[config.mk]
export PLATFORM = sky130hd
export DESIGN_NAME = rd_stream_adapter
export DESIGN_NICKNAME = d
export VERILOG_FILES = /design/src/rtl/rd_stream_adapter.sv
export SDC_FILE = /design/constraint.sdc
export NUM_CORES = 1
export LEC_CHECK = 0
export ABC_AREA = 1
export CAP_MARGIN = 20
export CORE_MARGIN = 1
export CORE_UTILIZATION = 25
export DETAILED_ROUTE_END_ITERATION = 16
export HOLD_SLACK_MARGIN = 0.1
export PLACE_DENSITY = 0.54
export RECOVER_POWER = 50
export SYNTH_ARGS = -nofsm -noshare
export SYNTH_HDL_FRONTEND = slang
export SYNTH_SLANG_ARGS = --single-unit
[constraint.sdc]
create_clock -name rclk -period 2.3 [get_ports rclk]
set_clock_uncertainty 0.1 [all_clocks]
set_input_delay 0.46 -clock rclk [delete_from_list [all_inputs] [get_ports rclk]]
set_output_delay 0.46 -clock rclk [all_outputs]
set_load 0.05 [all_outputs]
[src/rtl/rd_stream_adapter.sv]
// Read-side output stage of the async FIFO (rclk domain): turns the FIFO's registered
// read port into a valid/ready stream through a 2-entry prefetch/skid buffer.
module rd_stream_adapter #(
  parameter int unsigned DATA_WIDTH = 8,
  parameter int unsigned CNT_WIDTH  = 16
) (
  input  logic                  rclk,
  input  logic                  r_rstn,
  input  logic                  fifo_empty,
  output logic                  fifo_ren,
  input  logic [DATA_WIDTH-1:0] fifo_rdata,
  output logic                  m_valid,
  input  logic                  m_ready,
  output logic [DATA_WIDTH-1:0] m_data,
  output logic [1:0]            occupancy,
  output logic [CNT_WIDTH-1:0]  beat_cnt
);

  typedef enum logic [1:0] {
    EMPTY = 2'd0,
    ONE   = 2'd1,
    TWO   = 2'd2
  } occ_t;

  occ_t                  occ;
  logic                  pf;
  logic [DATA_WIDTH-1:0] tail;
  logic                  pop;
  logic                  push;
  logic [2:0]            level;

  assign pop   = m_valid & m_ready;
  assign push  = pf;

  // Entries held after this edge plus any read still in flight; must leave room for a new read.
  assign level = {1'b0, occ} + {2'b00, pf} - {2'b00, pop};

  assign fifo_ren  = r_rstn & ~fifo_empty & (level < 3'd2);
  assign occupancy = occ;

  always_ff @(posedge rclk or negedge r_rstn) begin
    if (!r_rstn) begin
      occ      <= EMPTY;
      pf       <= 1'b0;
      m_valid  <= 1'b0;
      m_data   <= '0;
      tail     <= '0;
      beat_cnt <= '0;
    end else begin
      pf <= fifo_ren;
      if (pop) begin
        beat_cnt <= beat_cnt + CNT_WIDTH'(1);
      end
      case (occ)
        EMPTY: begin
          if (push) begin
            m_data  <= fifo_rdata;
            m_valid <= 1'b1;
            occ     <= ONE;
          end
        end
        ONE: begin
          if (push && pop) begin
            m_data <= fifo_rdata;
          end else if (push) begin
            tail <= fifo_rdata;
            occ  <= TWO;
          end else if (pop) begin
            m_valid <= 1'b0;
            occ     <= EMPTY;
          end
        end
        TWO: begin
          // Full buffer: a push can only arrive together with a pop.
          if (pop) begin
            m_data <= tail;
            if (push) begin
              tail <= fifo_rdata;
            end else begin
              occ <= ONE;
            end
          end
        end
        default: begin
          m_valid <= 1'b0;
          occ     <= EMPTY;
        end
      endcase
    end
  end

endmodule
==> impl_metrics.tcl, run 1 <==
set metrics [dict create \
    core_sq_um 6980 \
    drt-initial-drc-count 32 \
    drc 0 \
    grt_max_degree 37 \
    die-area_sq_um 7740 \
    finalWirelength_mm 3.73 \
    grt_overflow 0 \
    diodes 0 \
    worstPathRequired_ns 1.74 \
    slew_headroom_pct 60.9 \
    total_power_mw 3.11 \
    p_sw_share_pct 44.4 \
    drv_cap 0 \
    h-tree-depth 2 \
    status "finished with violations" \
    layout_commonest_cell "nand2_1" \
    p_comb_share_pct 50.0 \
    ys_ff_latch 36 \
    critPathArrivalTime_ns 2.02 \
    cell_internal_pwr_mw 1.73 \
    violations "setup timing" \
    fin_crit_ns 2.58 \
    p_switching_mw 1.38 \
    pwr_density_cell_nw_per_um2 1220 \
    grt_pass1_wl_mm 6.44 \
    grt_usage_pct 11.0 \
    syn_avg_cell_area_sq_um 8.96 \
    start_util_pct 26.5 \
    post-route-period-util_pct 112 \
    cp-start-kind "flop" \
    synth_edf_count 0 \
    ant_nets 0 \
    pre_cts_slack_ns -0.574 \
    max_clock_freq_mhz 388 \
    cts-root-buf "clkbuf_8" \
    first_pass_iters 4 \
    synth_cell_types 28 \
    synth_nets 221 \
    cts_max_path_buffers 2 \
    clk_latency_ns 0.29 \
    row_count 30 \
    cts.sinks 36 \
    port_buffers 39 \
    synth_ff_type "dfrtp_1" \
    syn_area_sq_um 1850 \
    gp_congestion 0.739 \
    num-fill-cells 716 \
    ir_drop_uv 446 \
    wl_per_cell_um 10.5 \
    worst-setup-path-type "flop to output port" \
    nNetsFinal 274 \
    cts_tree "done" \
    drive_gt1_share_pct 21.5 \
    postLayoutSetupSlackWorst_ns -0.278 \
    crit_path_max_fanout 4 \
    worstHoldPathType "input port to asynchronous set/reset pin" \
    clk_pin_slew_ns 0.08 \
    numCtsBuffers 5 \
    ys_warn_count 0 \
    ys_seq_area_share_pct 48.8 \
    pwr-share-seq_pct 32.3 \
    stdcell_count 356 \
    antenna_found_initial 0 \
    syn2layout_area_growth_pct 38.2 \
    post-place-cells 344 \
    synth_cells 206 \
    worst_pin_slew_ns 0.584 \
    rsz0062_at_grt "true" \
    final_util_pct 36.6 \
    grt_pass1_vias 1454 \
    finalSetupTns_ns -0.278 \
    die_h_um 88.0 \
    final_cell_mix "nand2_1 (58), dfrtp_1 (35), clkdlybuf4s50_1 (35), inv_1 (21), o21ai_1 (14)" \
    p_leak_nw 1.21 \
    finalSetupViolCount 1 \
    p_clk_share_pct 17.8 \
    die_x_um 88.0 \
    via_count 1470 \
    final_max_slew_viol_count 0 \
    synthArstFlopShare_pct 100 \
    hold_violations 0 \
    via_per_inst 4.13 \
    cts_hold_buf 0 \
    dp_hpwl_mm 2.68 \
    endpoint_kind "output port" \
    io-pin-count 40 \
]
[Yosys cell counts, types with 3 or more instances]
master / instances / area [sq um]
nand2_1: 61 / 229
dfrtp_1: 36 / 901
inv_1: 22 / 82.6
o21ai_1: 14 / 70.1
o21ai_2: 8 / 70.1
nand3_1: 7 / 35.0
nor2_1: 6 / 22.5
xor2_1: 6 / 52.6
nor2_2: 5 / 31.3
o21ai_0: 5 / 25.0
xnor2_1: 5 / 43.8
nand2_2: 4 / 25.0
nand3b_1: 4 / 30.0
buf_6: 3 / 33.8
nand4_1: 3 / 18.8
[through the flow]
stage / hold WS, ns / instance area, sq um
finish: 0.179 / 2550
global route: 0.228 / 2550
CTS: 0.197 / 2530
detailed placement: 0.367 / 2400
global placement: 0.361 / 2400
floorplan: 0.0644 / 1880
[flip-flops by register name (all words and copies together) (netlist names)]
signal,cells
beat_cnt,16
m_data,8
m_valid,1
occupancy,2
pf,1
tail,8
[timing repair]
action / in CTS / in global routing
gates resized for setup: 3 / 3
endpoints found under the setup margin: 1 / 1
pin swaps: 5 / 4
setup buffers: 2 / 2
hold endpoints to repair: 0 / 0
[final timing paths]
check | end | slack (ns) | depth (start not counted) | start
worst max-delay path | fifo_ren | -0.28 | 7 | pf$_DFF_PN0_
worst min register to register | tail[7]$_DFFE_PN0P_ | 0.39 | 2 | tail[7]$_DFFE_PN0P_
worst max register to register | pf$_DFF_PN0_ | 0.55 | 6 | pf$_DFF_PN0_
worst min-delay path | m_valid$_DFFE_PN0P_ | 0.18 | 2 | r_rstn
max in group asynchronous | m_valid$_DFFE_PN0P_ | 1.58 | 2 | r_rstn
min in group rclk | pf$_DFF_PN0_ | 0.37 | 3 | r_rstn
[area by class of cell]
type	instances	area (sq um)	share of cell area [%]
sequential	36	902	35.3
multi-input combinational	140	841	32.9
timing repair buffer	50	479	18.8
tap	96	120	4.71
inverter	26	103	4.02
clock buffer	6	72.6	2.84
clock inverter	2	35.0	1.37
[per-layer routing]
metal	share of wire [%]	GRT usage [%]	routed length, um	vias up
li1	-	-	-	764
met1	47	13.6	1740	658
met2	46	17.3	1710	36
met3	4.9	3.11	182	12
met4	2.8	5.96	105	0
met5	0	0	0	-
[cells by family after synthesis]
| logic type | Yosys count | synth area share, % |
|---|---|---|
| buffers and inverters | 30 | 7.66 |
| AO/OA/AOI/OAI | 30 | 11.0 |
| XOR/XNOR | 11 | 5.22 |
| adder cells (fa/ha/maj) | 3 | 2.44 |
| flip-flops | 36 | 48.8 |
| AND/OR/NAND/NOR | 96 | 24.9 |
[worst max-delay path, stage by stage, from the launching register on]
cell and delay, ns:
dfrtp_1 0.38, inv_2 0.08, ha_4 0.27, nand2_2 0.05, fa_1 0.49, nand2_2 0.07, nor3_4 0.22, buf_12 0.17
[power by group through the flow]
stage	clock network, mW	logic (mW)	registers, mW
floorplan	0	0.592	1.46
CTS	0.576	1.54	1.01
detailed placement	0	1.52	1.02
global route	0.594	1.68	1.03
global placement	0	1.50	1.02
finish	0.553	1.56	1.00
(Power assumes the default switching activity.)
==> run 2: changes to the inputs <==
- CORE_UTILIZATION: 25 -> 36
- PLACE_DENSITY: 0.54 -> 0.69
==> run 2 against run 1 <==
  * The flow still finishes with violations (setup timing)
  * Sequential power hardly changed
  * Combinational power hardly changed
  * First-iteration DRC count is 66% higher
  * Die area is 30% lower
  * Largest power group unchanged
  * Core utilization is 16 points higher
  * Critical path type unchanged
  * Routed wire length is 4.8% lower
  * Non-clock buffer count is 1 higher
  * Final cell count is 7.9% lower
  * Clock power is 10% higher
==> impl_metrics.tcl, run 2 (same netlist as run 1, synthesis figures left out) <==
set metrics [dict create \
    finalWirelength_mm 3.56 \
    grt_pass1_vias 1379 \
    io-pin-count 40 \
    via_per_inst 4.38 \
    numCtsBuffers 5 \
    grt_overflow 0 \
    drc 0 \
    cts_tree "done" \
    slew_headroom_pct 64.6 \
    grt_pass1_wl_mm 6.08 \
    syn2layout_area_growth_pct 38.1 \
    cts.sinks 36 \
    drt-initial-drc-count 53 \
    ff2ff_path_depth 8 \
    reg2reg_from "m_valid$_DFFE_PN0P_" \
    via_count 1435 \
    wl_per_cell_um 10.8 \
    worst-setup-path-type "flop to output port" \
    status "finished with violations" \
    die_h_um 73.6 \
    clk_latency_ns 0.28 \
    cts_max_path_buffers 2 \
    grt_max_degree 37 \
    pre_cts_slack_ns -0.566 \
    h-tree-depth 2 \
    post-route-period-util_pct 112 \
    grt_busiest_layer "met2" \
    violations "setup timing" \
    start_util_pct 38.3 \
    regMostFlops "beat_cnt" \
    first_pass_iters 4 \
    met1_usage_pct 19.0 \
    gp_congestion 0.769 \
    hold_violations 0 \
    rsz0062_at_grt "true" \
    worstPathRequired_ns 1.74 \
    nNetsFinal 275 \
    ir_drop_uv 603 \
    antenna_found_initial 0 \
    p_leak_nw 1.24 \
    grt_util_met3_pct 4.25 \
    clk_pin_slew_ns 0.07 \
    cts-root-buf "clkbuf_8" \
    grt_usage_pct 14.8 \
    core_sq_um 4820 \
    num-fill-cells 448 \
    crit_path_max_fanout 3 \
    timing.hold.ws_ns 0.172 \
    critPathArrivalTime_ns 2.01 \
    final_util_pct 53.0 \
    r2r-end "pf$_DFF_PN0_" \
    finalSetupViolCount 1 \
    ant_nets 0 \
    endpoint_kind "output port" \
    worst_pin_slew_ns 0.529 \
    die-area_sq_um 5420 \
    final_cell_mix "nand2_1 (58), dfrtp_1 (35), clkdlybuf4s50_1 (34), inv_1 (21), o21ai_1 (14)" \
    drive_gt1_share_pct 22.2 \
    pwr_density_cell_nw_per_um2 1250 \
    final_max_slew_viol_count 0 \
    worstHoldPathType "input port to asynchronous set/reset pin" \
    diodes 0 \
    fin_crit_ns 2.57 \
    dp_hpwl_mm 2.59 \
    cts_hold_buf 0 \
    drv_cap 0 \
    die_x_um 73.6 \
    layout_commonest_cell "nand2_1" \
    met2_usage_pct 24.2 \
    cp-start-kind "flop" \
    reg.largest.list "beat_cnt x16, m_data x8, tail x8" \
    postLayoutSetupSlackWorst_ns -0.273 \
    max_clock_freq_mhz 389 \
    row_count 25 \
    largest_reg_flops 16 \
    port_buffers 39 \
    r2r_slack_ns 0.55 \
]
==> run 2: changes by cell type in the layout (fill, tap and decap cells not counted), sizes merged <==
| cell | before | now |
|---|---|---|
| clkdlybuf4s50 | 35 | 34 |
| buf | 14 | 15 |
| dlymetal6s2s | 0 | 1 |
| clkbuf | 6 | 7 |
| clkinv | 1 | 0 |
==> run 2: timing repair <==
item	4_1_cts	5_1_grt
buffers inserted	2	2
endpoints found under the setup margin	1	1
resized for setup	4	4
cloned	0	0
pin swaps	4	4
==> run 2: worst max-delay path by stage <==
stage / from / end / slack [ns]
4_1_cts: m_valid$_DFFE_PN0P_ / fifo_ren / -0.33
6_report: m_valid$_DFFE_PN0P_ / fifo_ren / -0.27
3_3_place_gp: m_ready / fifo_ren / -0.57
3_5_place_dp: m_ready / fifo_ren / -0.57
5_1_grt: m_valid$_DFFE_PN0P_ / fifo_ren / -0.37
2_1_floorplan: m_valid$_DFFE_PN0P_ / fifo_ren / -0.31
==> run 2: report_power, final <==
| group | internal [mW] | switching, mW |
|---|---|---|
| registers | 0.838 | 0.162 |
| logic | 0.591 | 0.983 |
| clock network | 0.383 | 0.228 |
==> run 2: through the flow <==
step	power [mW]	TNS, ns	std cells	cell area [sq um]
global route	3.38	-0.366	328	2550
detailed placement	2.55	-0.607	316	2390
global placement	2.52	-0.607	316	2390
floorplan	2.05	-0.331	206	1880
finish	3.19	-0.273	328	2550
CTS	3.19	-0.333	326	2530
==> run 2: cell type report <==
cell class / count / area, sq um / share of cell area (%)
inverter: 26 / 103 / 4.02
multi-input combinational: 140 / 833 / 32.7
clock buffer: 7 / 96.3 / 3.78
sequential: 36 / 902 / 35.4
tap: 67 / 83.8 / 3.29
clock inverter: 1 / 30.0 / 1.18
timing repair buffer: 51 / 503 / 19.7
==> run 2: per-layer routing <==
layer	up-vias	part of all wire, %
met5	-	0
met4	0	1.1
met1	633	48
met2	34	46
li1	760	-
met3	8	4.3
==> run 2: worst max-delay path: stages, from the launching register on <==
cell     delay (ns)
dfrtp_2        0.43
nand2_4        0.10
buf_6          0.11
inv_4          0.03
nand2_4        0.05
inv_2          0.04
fa_1           0.51
nand2_2        0.07
nor3_4         0.21
buf_12         0.17
==> run 3: changes to the inputs <==
- CORE_UTILIZATION: 36 -> 30
- PLACE_DENSITY: 0.69 -> 0.61
- SETUP_SLACK_MARGIN: not set -> 0.4
==> run 3 against run 2 <==
  * The run still ends with setup timing left
  * Register-to-register slack improved by 0.02 ns
  * Hold slack better by 0.16 ns
  * Clock power is 24% lower
  * Sequential cell count unchanged
  * Clock-buffer cell count shrank 2
  * Core utilization down 11 points
  * Non-clock buffer count fell by 1
  * Sequential share of layout area is 1.2 points higher
  * Setup slack better by 0.021 ns
  * Highest routed layer unchanged
==> impl_metrics.tcl, run 3 (same netlist as run 1, synthesis figures left out) <==
set metrics [dict create \
    status "finished with violations" \
    violations "setup timing" \
    final_max_slew_viol_count 0 \
    stdcell_count 335 \
    placed_cell_area_sq_um 2380 \
    die_x_um 80.5 \
    cts-root-buf "clkbuf_8" \
    drc 0 \
    worst_pin_slew_ns 0.908 \
    cp_common_cell "nand2_2" \
    cp-start-kind "flop" \
    worstHoldPathType "input port to asynchronous set/reset pin" \
    cp_cell_sequence "nand2_4, ha_4, nand2_2, fa_1, nand2_2, nor3_4, buf_12" \
    critical-path-max-stage-delay_ns 0.49 \
    largest_reg_flops 16 \
    total_power_mw 2.91 \
    numCtsBuffers 5 \
    layout_commonest_cell "nand2_1" \
    nNetsFinal 274 \
    clk_pin_slew_ns 0.07 \
    h-tree-depth 2 \
    crit_path_max_fanout 2 \
    stdcell_area_sq_um 2470 \
    regMostFlops "beat_cnt" \
    core_sq_um 5920 \
    endpoint_kind "output port" \
    finalWirelength_mm 3.61 \
    slowest_stage "fa_1" \
    pre_cts_slack_ns -0.548 \
    first_pass_iters 4 \
    grt_usage_pct 13.1 \
    drv_cap 0 \
    grt_pass1_wl_mm 6.34 \
    finalSetupViolCount 1 \
    via_per_inst 4.25 \
    worstPathRequired_ns 1.74 \
    cts.sinks 36 \
    hold_violations 0 \
    syn2layout_area_growth_pct 33.6 \
    post-place-cells 323 \
    start_util_pct 31.2 \
    postLayoutSetupSlackWorst_ns -0.252 \
    rsz0062_at_grt "true" \
    row_count 28 \
    ir_drop_uv 542 \
    final_util_pct 41.7 \
    final_cell_mix "nand2_1 (58), dfrtp_1 (35), dlygate4sd2_1 (25), inv_1 (21), o21ai_1 (14)" \
    p_leak_nw 1.27 \
    gp_congestion 0.756 \
    max_clock_freq_mhz 392 \
    diodes 0 \
    grt_max_degree 37 \
    cts_max_path_buffers 2 \
    reg.largest.list "beat_cnt x16, m_data x8, tail x8" \
    dp_hpwl_mm 2.66 \
    drive_gt1_share_pct 22.3 \
    io-pin-count 40 \
    wl_per_cell_um 10.8 \
    ant_nets 0 \
    finalSetupTns_ns -0.252 \
    grt_overflow 0 \
    critPathArrivalTime_ns 1.99 \
    slew_headroom_pct 39.5 \
    cts_tree "done" \
    clk_latency_ns 0.29 \
    timing.hold.ws_ns 0.331 \
    die_h_um 80.5 \
    die-area_sq_um 6470 \
    worst-setup-path-type "flop to output port" \
    num-fill-cells 618 \
    grt_pass1_vias 1404 \
    via_count 1425 \
    pwr_density_cell_nw_per_um2 1180 \
    fin_crit_ns 2.55 \
    port_buffers 39 \
    drt-initial-drc-count 22 \
    post-route-period-util_pct 111 \
    antenna_found_initial 0 \
]
-- run 3: cell type report --
| cell class | instances | area, sq um | area share [%] |
|---|---|---|---|
| multi-input cells | 140 | 836 | 33.9 |
| clock inverters | 3 | 23.8 | 0.963 |
| clock buffers | 5 | 68.8 | 2.79 |
| repair buffers | 50 | 440 | 17.8 |
| well taps | 75 | 93.8 | 3.80 |
| flip-flops and latches | 36 | 902 | 36.6 |
| inverters | 26 | 103 | 4.16 |
-- run 3: layer usage --
layer  vias to the layer above  GRT usage, %  wire length [um]
met5                         -             0                 0
met4                         0          5.36                37
met3                         5          4.43               158
met2                        26          21.8              1740
met1                       636          15.4              1670
li1                        758             -                 -
-- run 3: worst max-delay path: cells and delay by family (launching register included) --
| kind | cells | cell delay, ns |
|---|---|---|
| and+or+nand+nor | 4 | 0.40 |
| adders and majority gates | 2 | 0.75 |
| DFF | 1 | 0.39 |
| buffers and inverters | 1 | 0.16 |
-- run 3: what timing repair did --
action / 4_1_cts / 5_1_grt
resized for setup: 28 / 5
pin swaps: 5 / 3
setup buffers: 2 / 2
hold buffers: 0 / 0
setup endpoints to repair: 28 / 3
-- run 3: report_power, final --
| part | internal (mW) | total, mW | switching, mW |
|---|---|---|---|
| Clock | 0.214 | 0.462 | 0.248 |
| Combinational | 0.476 | 1.45 | 0.977 |
| Sequential | 0.838 | 0.995 | 0.157 |
| Total | 1.53 | 2.91 | 1.38 |
-- run 3: worst paths after layout --
kind	startpoint	endpoint	slack (ns)	cells past startpoint
min in group rclk	r_rstn	pf$_DFF_PN0_	0.37	3
setup / recovery	m_valid$_DFFE_PN0P_	fifo_ren	-0.25	7
hold / removal	r_rstn	beat_cnt[8]$_DFFE_PN0P_	0.33	2
setup reg to reg	m_valid$_DFFE_PN0P_	pf$_DFF_PN0_	0.57	6
hold reg to reg	tail[7]$_DFFE_PN0P_	tail[7]$_DFFE_PN0P_	0.38	2
max in group asynchronous	r_rstn	m_valid$_DFFE_PN0P_	1.15	2
